## config.mk

```make
export PLATFORM = sky130hd
export DESIGN_NAME = otbn_imem_arbiter_flat
export DESIGN_NICKNAME = d
export VERILOG_FILES = /design/src/rtl/otbn_imem_arbiter_pkg.sv /design/src/rtl/otbn_imem_arbiter_if.sv /design/src/rtl/prim_flop.sv /design/src/rtl/otbn_imem_arbiter.sv /design/src/flat_wrapper.sv
export SDC_FILE = /design/constraint.sdc
export NUM_CORES = 1
export LEC_CHECK = 0
export BUFFER_PORTS_ARGS = -buffer_cell sky130_fd_sc_hd__buf_4
export CORE_AREA = 2 2 124 126
export DETAILED_ROUTE_END_ITERATION = 6
export DIE_AREA = 0 0 126 128
export GPL_ROUTABILITY_DRIVEN = 0
export MAX_ROUTING_LAYER = met4
export PLACE_DENSITY = 0.49
export SYNTH_ARGS = -nofsm -noshare
export SYNTH_HDL_FRONTEND = slang
export SYNTH_SLANG_ARGS = --single-unit
export TNS_END_PERCENT = 5
```

## constraint.sdc

```tcl
create_clock -name clk_i -period 1.4 [get_ports clk_i]
set_clock_uncertainty 0.2 [all_clocks]
set_input_delay 0.14 -clock clk_i [delete_from_list [all_inputs] [get_ports clk_i]]
set_output_delay 0.14 -clock clk_i [all_outputs]
set_load 0.02 [all_outputs]
```

## src/rtl/otbn_imem_arbiter_pkg.sv

```systemverilog
// Shared types and constants for the OTBN IMEM arbiter.
// Guard-build depth default lives here as DefaultMaxHostWait.
package otbn_imem_arbiter_pkg;

    localparam int unsigned ImemDataWidth      = 39;
    localparam int unsigned DefaultMaxHostWait = 4;

    typedef enum logic [2:0] {
        ArbOwnNone,
        ArbOwnFetch,
        ArbOwnHostRd,
        ArbOwnHostWr,
        ArbOwnHostErr
    } imem_arb_owner_e;

    function automatic int unsigned vbits(input int unsigned value);
        return (value <= 1) ? 1 : $clog2(value);
    endfunction

endpackage

```

## src/rtl/otbn_imem_arbiter_if.sv

```systemverilog
// Fetch, host and IMEM buses of the arbiter in one bundle.
// slave is the arbiter's view, master the surrounding system's view.
interface otbn_imem_arbiter_if #(
    parameter int unsigned ImemSizeByte = 4096
);
    import otbn_imem_arbiter_pkg::*;

    localparam int unsigned ImemAddrWidth = vbits(ImemSizeByte);
    localparam int unsigned DW = ImemDataWidth;

    logic                     fetch_req;
    logic [ImemAddrWidth-1:0] fetch_addr;
    logic [DW-1:0]            fetch_rdata;
    logic                     fetch_rvalid;

    logic                     host_req;
    logic                     host_we;
    logic [ImemAddrWidth-1:0] host_addr;
    logic [DW-1:0]            host_wdata;
    logic [DW-1:0]            host_wmask;
    logic                     host_gnt;
    logic [DW-1:0]            host_rdata;
    logic                     host_rvalid;
    logic                     host_err;

    logic                     imem_req;
    logic                     imem_we;
    logic [ImemAddrWidth-1:0] imem_addr;
    logic [DW-1:0]            imem_wdata;
    logic [DW-1:0]            imem_wmask;
    logic [DW-1:0]            imem_rdata;
    logic                     imem_rvalid;

    modport slave (
        input  fetch_req, fetch_addr,
        output fetch_rdata, fetch_rvalid,
        input  host_req, host_we, host_addr,
        input  host_wdata, host_wmask,
        output host_gnt, host_rdata,
        output host_rvalid, host_err,
        output imem_req, imem_we, imem_addr,
        output imem_wdata, imem_wmask,
        input  imem_rdata, imem_rvalid
    );

    modport master (
        output fetch_req, fetch_addr,
        input  fetch_rdata, fetch_rvalid,
        output host_req, host_we, host_addr,
        output host_wdata, host_wmask,
        input  host_gnt, host_rdata,
        input  host_rvalid, host_err,
        input  imem_req, imem_we, imem_addr,
        input  imem_wdata, imem_wmask,
        output imem_rdata, imem_rvalid
    );

endinterface

```

## src/rtl/prim_flop.sv

```systemverilog
// Plain resettable flop used for security-relevant state bits.
module prim_flop #(
    parameter int unsigned Width      = 1,
    parameter logic [Width-1:0] ResetValue = '0
) (
    input  logic             clk_i,
    input  logic             rst_ni,
    input  logic [Width-1:0] d_i,
    output logic [Width-1:0] q_o
);

    always_ff @(posedge clk_i or negedge rst_ni) begin
        if (!rst_ni) q_o <= ResetValue;
        else         q_o <= d_i;
    end

endmodule

```

## src/rtl/otbn_imem_arbiter.sv

```systemverilog
// Shares OTBN's single-port IMEM between the prefetcher and the host.
// OTBN_IMEM_ARB_STARVE_GUARD_EN adds a host starvation guard in idle mode.
module otbn_imem_arbiter
    import otbn_imem_arbiter_pkg::*;
#(
    parameter int unsigned ImemSizeByte = 4096
`ifdef OTBN_IMEM_ARB_STARVE_GUARD_EN
    , parameter int unsigned MaxHostWait = DefaultMaxHostWait
`endif
) (
    input  logic                        clk_i,
    input  logic                        rst_ni,
    input  logic                        busy_execute_i,
    otbn_imem_arbiter_if.slave          bus,
    output logic                        arb_fatal_err_o
);

    localparam int unsigned ImemAddrWidth = vbits(ImemSizeByte);
    localparam int unsigned DW = ImemDataWidth;

    imem_arb_owner_e rsp_owner_q, rsp_owner_d;
    logic host_rej_q, host_rej_d;
    logic fetch_gnt, host_acc, host_rej, host_force, starve;
    logic own_fetch, own_rd, own_wr;
    logic fatal_d;
    logic [ImemAddrWidth-1:0] addr_d;

    assign host_force = ~busy_execute_i & bus.host_req & starve;
    assign fetch_gnt  = bus.fetch_req & ~host_force;
    assign host_acc   = ~busy_execute_i & bus.host_req &
                        (~bus.fetch_req | host_force);
    assign host_rej   = busy_execute_i & bus.host_req;
    assign host_rej_d = host_rej;

    assign bus.host_gnt = host_acc | host_rej;

`ifdef OTBN_IMEM_ARB_STARVE_GUARD_EN
    logic [3:0] wait_cnt_q, wait_cnt_d;

    assign starve = (wait_cnt_q == 4'(MaxHostWait));

    always_comb begin
        wait_cnt_d = wait_cnt_q;
        if (busy_execute_i || host_acc) begin
            wait_cnt_d = '0;
        end else if (bus.host_req) begin
            wait_cnt_d = wait_cnt_q + 4'd1;
        end
    end

    always_ff @(posedge clk_i or negedge rst_ni) begin
        if (!rst_ni) wait_cnt_q <= '0;
        else         wait_cnt_q <= wait_cnt_d;
    end
`else
    assign starve = 1'b0;
`endif

    always_comb begin
        bus.imem_req   = 1'b0;
        bus.imem_we    = 1'b0;
        addr_d         = '0;
        bus.imem_wdata = '0;
        bus.imem_wmask = '0;
        rsp_owner_d    = ArbOwnNone;
        // A rejected host access can coincide with a fetch; the
        // fetch owns the IMEM response, host_rej_q carries the error.
        if (fetch_gnt) begin
            bus.imem_req = 1'b1;
            addr_d       = bus.fetch_addr;
            rsp_owner_d  = ArbOwnFetch;
        end else if (host_acc) begin
            bus.imem_req   = 1'b1;
            bus.imem_we    = bus.host_we;
            addr_d         = bus.host_addr;
            bus.imem_wdata = bus.host_wdata;
            bus.imem_wmask = bus.host_wmask;
            rsp_owner_d    = bus.host_we ? ArbOwnHostWr : ArbOwnHostRd;
        end else if (host_rej) begin
            rsp_owner_d = ArbOwnHostErr;
        end
    end

    assign bus.imem_addr = addr_d;

    always_ff @(posedge clk_i or negedge rst_ni) begin
        if (!rst_ni) begin
            rsp_owner_q <= ArbOwnNone;
            host_rej_q  <= 1'b0;
        end else begin
            rsp_owner_q <= rsp_owner_d;
            host_rej_q  <= host_rej_d;
        end
    end

    assign own_fetch = (rsp_owner_q == ArbOwnFetch);
    assign own_rd    = (rsp_owner_q == ArbOwnHostRd);
    assign own_wr    = (rsp_owner_q == ArbOwnHostWr);

    assign bus.fetch_rvalid = own_fetch & bus.imem_rvalid;
    assign bus.fetch_rdata  = own_fetch ? bus.imem_rdata : {DW{1'b0}};
    assign bus.host_rvalid  = (own_rd & bus.imem_rvalid) | own_wr |
                              host_rej_q;
    assign bus.host_err     = host_rej_q;
    assign bus.host_rdata   = own_rd ? bus.imem_rdata : {DW{1'b0}};

    assign fatal_d = arb_fatal_err_o |
                     (bus.imem_rvalid & ~(own_fetch | own_rd));

    prim_flop #(
        .Width      (1),
        .ResetValue (1'b0)
    ) u_fatal_flop (
        .clk_i  (clk_i),
        .rst_ni (rst_ni),
        .d_i    (fatal_d),
        .q_o    (arb_fatal_err_o)
    );

endmodule
```

## src/flat_wrapper.sv

```systemverilog
// flat-port wrapper written by rule: the top's interface ports become plain ports
module otbn_imem_arbiter_flat import otbn_imem_arbiter_pkg::*;
#(
    parameter int unsigned ImemSizeByte = 4096

)
  (clk_i, rst_ni, busy_execute_i, arb_fatal_err_o, bus_fetch_req, bus_fetch_addr, bus_fetch_rdata, bus_fetch_rvalid, bus_host_req, bus_host_we, bus_host_addr, bus_host_wdata, bus_host_wmask, bus_host_gnt, bus_host_rdata, bus_host_rvalid, bus_host_err, bus_imem_req, bus_imem_we, bus_imem_addr, bus_imem_wdata, bus_imem_wmask, bus_imem_rdata, bus_imem_rvalid);
  otbn_imem_arbiter_if #(.ImemSizeByte(ImemSizeByte)) bus_i ();
  input  logic clk_i;
  input  logic rst_ni;
  input  logic busy_execute_i;
  output logic arb_fatal_err_o;
  input wire logic [$bits(bus_i.fetch_req)-1:0] bus_fetch_req;
  input wire logic [$bits(bus_i.fetch_addr)-1:0] bus_fetch_addr;
  output wire logic [$bits(bus_i.fetch_rdata)-1:0] bus_fetch_rdata;
  output wire logic [$bits(bus_i.fetch_rvalid)-1:0] bus_fetch_rvalid;
  input wire logic [$bits(bus_i.host_req)-1:0] bus_host_req;
  input wire logic [$bits(bus_i.host_we)-1:0] bus_host_we;
  input wire logic [$bits(bus_i.host_addr)-1:0] bus_host_addr;
  input wire logic [$bits(bus_i.host_wdata)-1:0] bus_host_wdata;
  input wire logic [$bits(bus_i.host_wmask)-1:0] bus_host_wmask;
  output wire logic [$bits(bus_i.host_gnt)-1:0] bus_host_gnt;
  output wire logic [$bits(bus_i.host_rdata)-1:0] bus_host_rdata;
  output wire logic [$bits(bus_i.host_rvalid)-1:0] bus_host_rvalid;
  output wire logic [$bits(bus_i.host_err)-1:0] bus_host_err;
  output wire logic [$bits(bus_i.imem_req)-1:0] bus_imem_req;
  output wire logic [$bits(bus_i.imem_we)-1:0] bus_imem_we;
  output wire logic [$bits(bus_i.imem_addr)-1:0] bus_imem_addr;
  output wire logic [$bits(bus_i.imem_wdata)-1:0] bus_imem_wdata;
  output wire logic [$bits(bus_i.imem_wmask)-1:0] bus_imem_wmask;
  input wire logic [$bits(bus_i.imem_rdata)-1:0] bus_imem_rdata;
  input wire logic [$bits(bus_i.imem_rvalid)-1:0] bus_imem_rvalid;
  assign bus_i.fetch_req = bus_fetch_req;
  assign bus_i.fetch_addr = bus_fetch_addr;
  assign bus_fetch_rdata = bus_i.fetch_rdata;
  assign bus_fetch_rvalid = bus_i.fetch_rvalid;
  assign bus_i.host_req = bus_host_req;
  assign bus_i.host_we = bus_host_we;
  assign bus_i.host_addr = bus_host_addr;
  assign bus_i.host_wdata = bus_host_wdata;
  assign bus_i.host_wmask = bus_host_wmask;
  assign bus_host_gnt = bus_i.host_gnt;
  assign bus_host_rdata = bus_i.host_rdata;
  assign bus_host_rvalid = bus_i.host_rvalid;
  assign bus_host_err = bus_i.host_err;
  assign bus_imem_req = bus_i.imem_req;
  assign bus_imem_we = bus_i.imem_we;
  assign bus_imem_addr = bus_i.imem_addr;
  assign bus_imem_wdata = bus_i.imem_wdata;
  assign bus_imem_wmask = bus_i.imem_wmask;
  assign bus_i.imem_rdata = bus_imem_rdata;
  assign bus_i.imem_rvalid = bus_imem_rvalid;
  otbn_imem_arbiter #(.ImemSizeByte(ImemSizeByte)) u_core (.clk_i(clk_i), .rst_ni(rst_ni), .busy_execute_i(busy_execute_i), .bus(bus_i), .arb_fatal_err_o(arb_fatal_err_o));
endmodule
```

==> metrics.yaml <==
clock_tree:
  clock_path_buffers: 2
  cts_sinks: 5
  clk-insertion-delay-late_ns: 0.23
  post-cts-setup-buffers: 0
  cts_tree: "done"
  htree_levels: 1
  clk_pin_slew_worst_paths_ns: 0.03
  cts_buffers: 3
  clock-root-buffer: "clkbuf_16"
placement:
  dp_cells: 777
  port_buffers: 322
  place_area_sq_um: 4270
  dp_hpwl_microns: 8440
cells_and_area:
  finalNetCount: 745
  drive_gt1_share_pct: 64.9
  final_design_area_no_fill_sq_um: 4670
  final_common_cell: "buf_4"
  final_cell_mix: "313 x buf_4, 77 x and2_1, 53 x nor2_1"
  antennaDiodeCount: 0
  area_growth_pct: 195
  finalNonFillerCells: 784
worst_setup_path:
  crit_path_max_incr_delay_ns: 0.41
  r2r_start: "u_core.rsp_owner_q[0]$_DFF_PN0_"
  cp-end-kind: "output pin"
  crit_path_start_kind: "flop"
  critical_path_class: "flop to output pin"
  worst-endpoint-required_ns: 1.06
  worstSetupStartpoint: "u_core.rsp_owner_q[0]$_DFF_PN0_"
  cp-endpoint: "bus_host_rdata[11]"
  r2r_end: "u_core.u_fatal_flop.q_o$_DFF_PN0_"
  cp_slowest_cell: "dfrtp_1"
  rrSetupSlack_ns: 0.06
  crit_fanout: 20
  arrival_ns: 1.27
  cp_cell_sequence: "nand2b_4 > buf_12 > nor2_1 > buf_4"
  r2r_cells: 3
synth:
  synth_compound_area_share_pct: 6.25
  syn_area_sq_um: 1580
  synth-xor-area-share_pct: 0
  synthMuxAreaShare_pct: 0
  yosysTopAreaCell: "and2_1"
  yosysTopAreaCellShare_pct: 31.2
  synth_edf_count: 0
  synth_top_family_by_area: "simple AND/OR/NAND/NOR gates"
  ys_seq_area_share_pct: 7.91
  synthCells: 279
  yosys.area_share.simple_pct: 77.4
  syn-mean-instance-area_sq_um: 5.67
  async_reset_ff_share_pct: 100
  synth-main-ff-cell: "dfrtp_1"
  syn_nets: 427
  yosys-top-cells-area: "and2_1 31%, nand2b_1 22%, nor2_1 19%"
  ys_ff_latch: 5
  yosysWarnings: 0
  yosysUniqueCellTypes: 18
  synth_fa_ha_area_share_pct: 0
pwr:
  pwr-share-clk_pct: 24.7
  seq_power_share_pct: 8.2
  power.switching_w: 0.000705
  leakagePower_nw: 2.52
  p_per_area_nw_per_um2: 409
  peakVddDrop_v: 0.000283
  swShare_pct: 36.9
  power_frac_comb_pct: 67.2
  fin_total_pwr_w: 0.00191
  intPower_w: 0.00121
global_route:
  antenna_found_initial: 0
  grt_pass1_wl_microns: 14700
  grtUsageTotal_pct: 11.4
  grt-ovfl-total: 0
  grt_pass1_vias: 2917
  grt_max_degree: 78
sta:
  maxSlewViolCount: 0
  clock.fmax_ghz: 0.621
  rsz0062_at_grt: "yes"
  min_period_over_period_pct: 115
  setup_ws_ns: -0.209
  period_minus_slack_ns: 1.61
  slew_headroom_pct: 83.4
  finalHoldViolCount: 0
  worst_pin_slew_ns: 0.247
  setup_viol: 135
floorplanning:
  start_util_pct: 10.6
  die_h_microns: 128
  chipWidth_microns: 126
  rows: 45
  die-area_sq_um: 16100
  coreArea_sq_um: 14900
  ioPinCount: 323
routing:
  dr.pass1.iters: 4
  drtIter0Drc: 35
  wire_per_inst_microns: 13.1
  vias: 3008
  viasPerCell: 3.84
  remaining_drc_errors: 0
  ant_nets: 0
  wirelength_microns: 10200
run:
  drv_cap: 0
outcome:
  outcome: "finished, violations left"
  violations: "negative setup slack"
worst_hold_path:
  hp-class: "primary input to flop"
layout make-up:
type / instances / area (sq um)
Fill cell: 1581 / 10200
Timing Repair Buffer: 338 / 2680
Multi-Input combinational cell: 247 / 1540
Tap cell: 188 / 235
Sequential cell: 5 / 125
Clock buffer: 4 / 78.8
Inverter: 2 / 7.51
repair_timing:
action / CTS / global route
gates resized for setup: 34 / 34
setup endpoints to repair: 157 / 160
hold endpoints to repair: 6 / 0
pin swaps: 3 / 5
hold buffers: 2 / 0
cloned: 1 / 0
per-stage QoR:
step                      TNS [ns]  utilization (%)  hold slack (ns)  worst slack (ns)
after floorplan             -0.996                -           -0.356           -0.0368
after global placement      -0.461             28.7           -0.259           -0.0689
after detailed placement     -3.39             28.7           -0.257           -0.0934
after CTS                   -17.48             30.6           0.0329            -0.217
after global routing        -25.39             31.4           0.0290            -0.270
final                       -14.61             31.4           0.0100            -0.209
registers in the layout, indices dropped and copies added (netlist names):
register                 flops
u_core.bus.host_err          1
u_core.rsp_owner_q           3
u_core.u_fatal_flop.q_o      1
Yosys cell counts, drive strengths merged (2+ instances only):
library cell / n
and2: 79
nor2: 79
nand2b: 56
clkbuf: 14
nand2: 12
o21ai: 12
buf: 11
dfrtp: 5
nor3b: 3
inv: 2
o21bai: 2
worst max-delay path: cells and delay by family (launching register included):
family | cells | cell delay (ns)
simple gates | 2 | 0.30
buf+inv | 2 | 0.32
flops | 1 | 0.41
power groups by stage:
stage | registers (W) | logic, W | clock network [W]
global placement | 0.000157 | 0.00119 | 0
global route | 0.000157 | 0.00137 | 0.000486
floorplan | 0.000158 | 0.000504 | 0
finish | 0.000156 | 0.00128 | 0.000471
detailed placement | 0.000157 | 0.00119 | 0
CTS | 0.000156 | 0.00126 | 0.000479
worst min-delay path by stage:
stage | from | end | cells after the start
5_1_grt | bus_fetch_req | u_core.rsp_owner_q[1]$_DFF_PN0_ | 3
3_3_place_gp | rst_ni | u_core.u_fatal_flop.q_o$_DFF_PN0_ | 1
4_1_cts | bus_imem_rvalid | u_core.u_fatal_flop.q_o$_DFF_PN0_ | 3
6_report | bus_fetch_req | u_core.rsp_owner_q[1]$_DFF_PN0_ | 3
2_1_floorplan | rst_ni | u_core.bus.host_err$_DFF_PN0_ | 0
3_5_place_dp | rst_ni | u_core.u_fatal_flop.q_o$_DFF_PN0_ | 1
logic make-up (layout without fill, tap and decap cells):
family	after synthesis	after routing
flip-flops	5	5
AO/OA/AOI/OAI	17	17
AND/OR/NAND/NOR	230	230
buffers and inverters	27	344
routing by layer:
layer,vias to the layer above,wire (microns),GRT usage (%)
met5,-,0,-
met4,0,51,1.94
met3,4,788,1.50
met2,187,5470,21.4
met1,1345,3930,13.1
li1,1472,-,-
No activity file was read; power rests on OpenSTA's default activity.
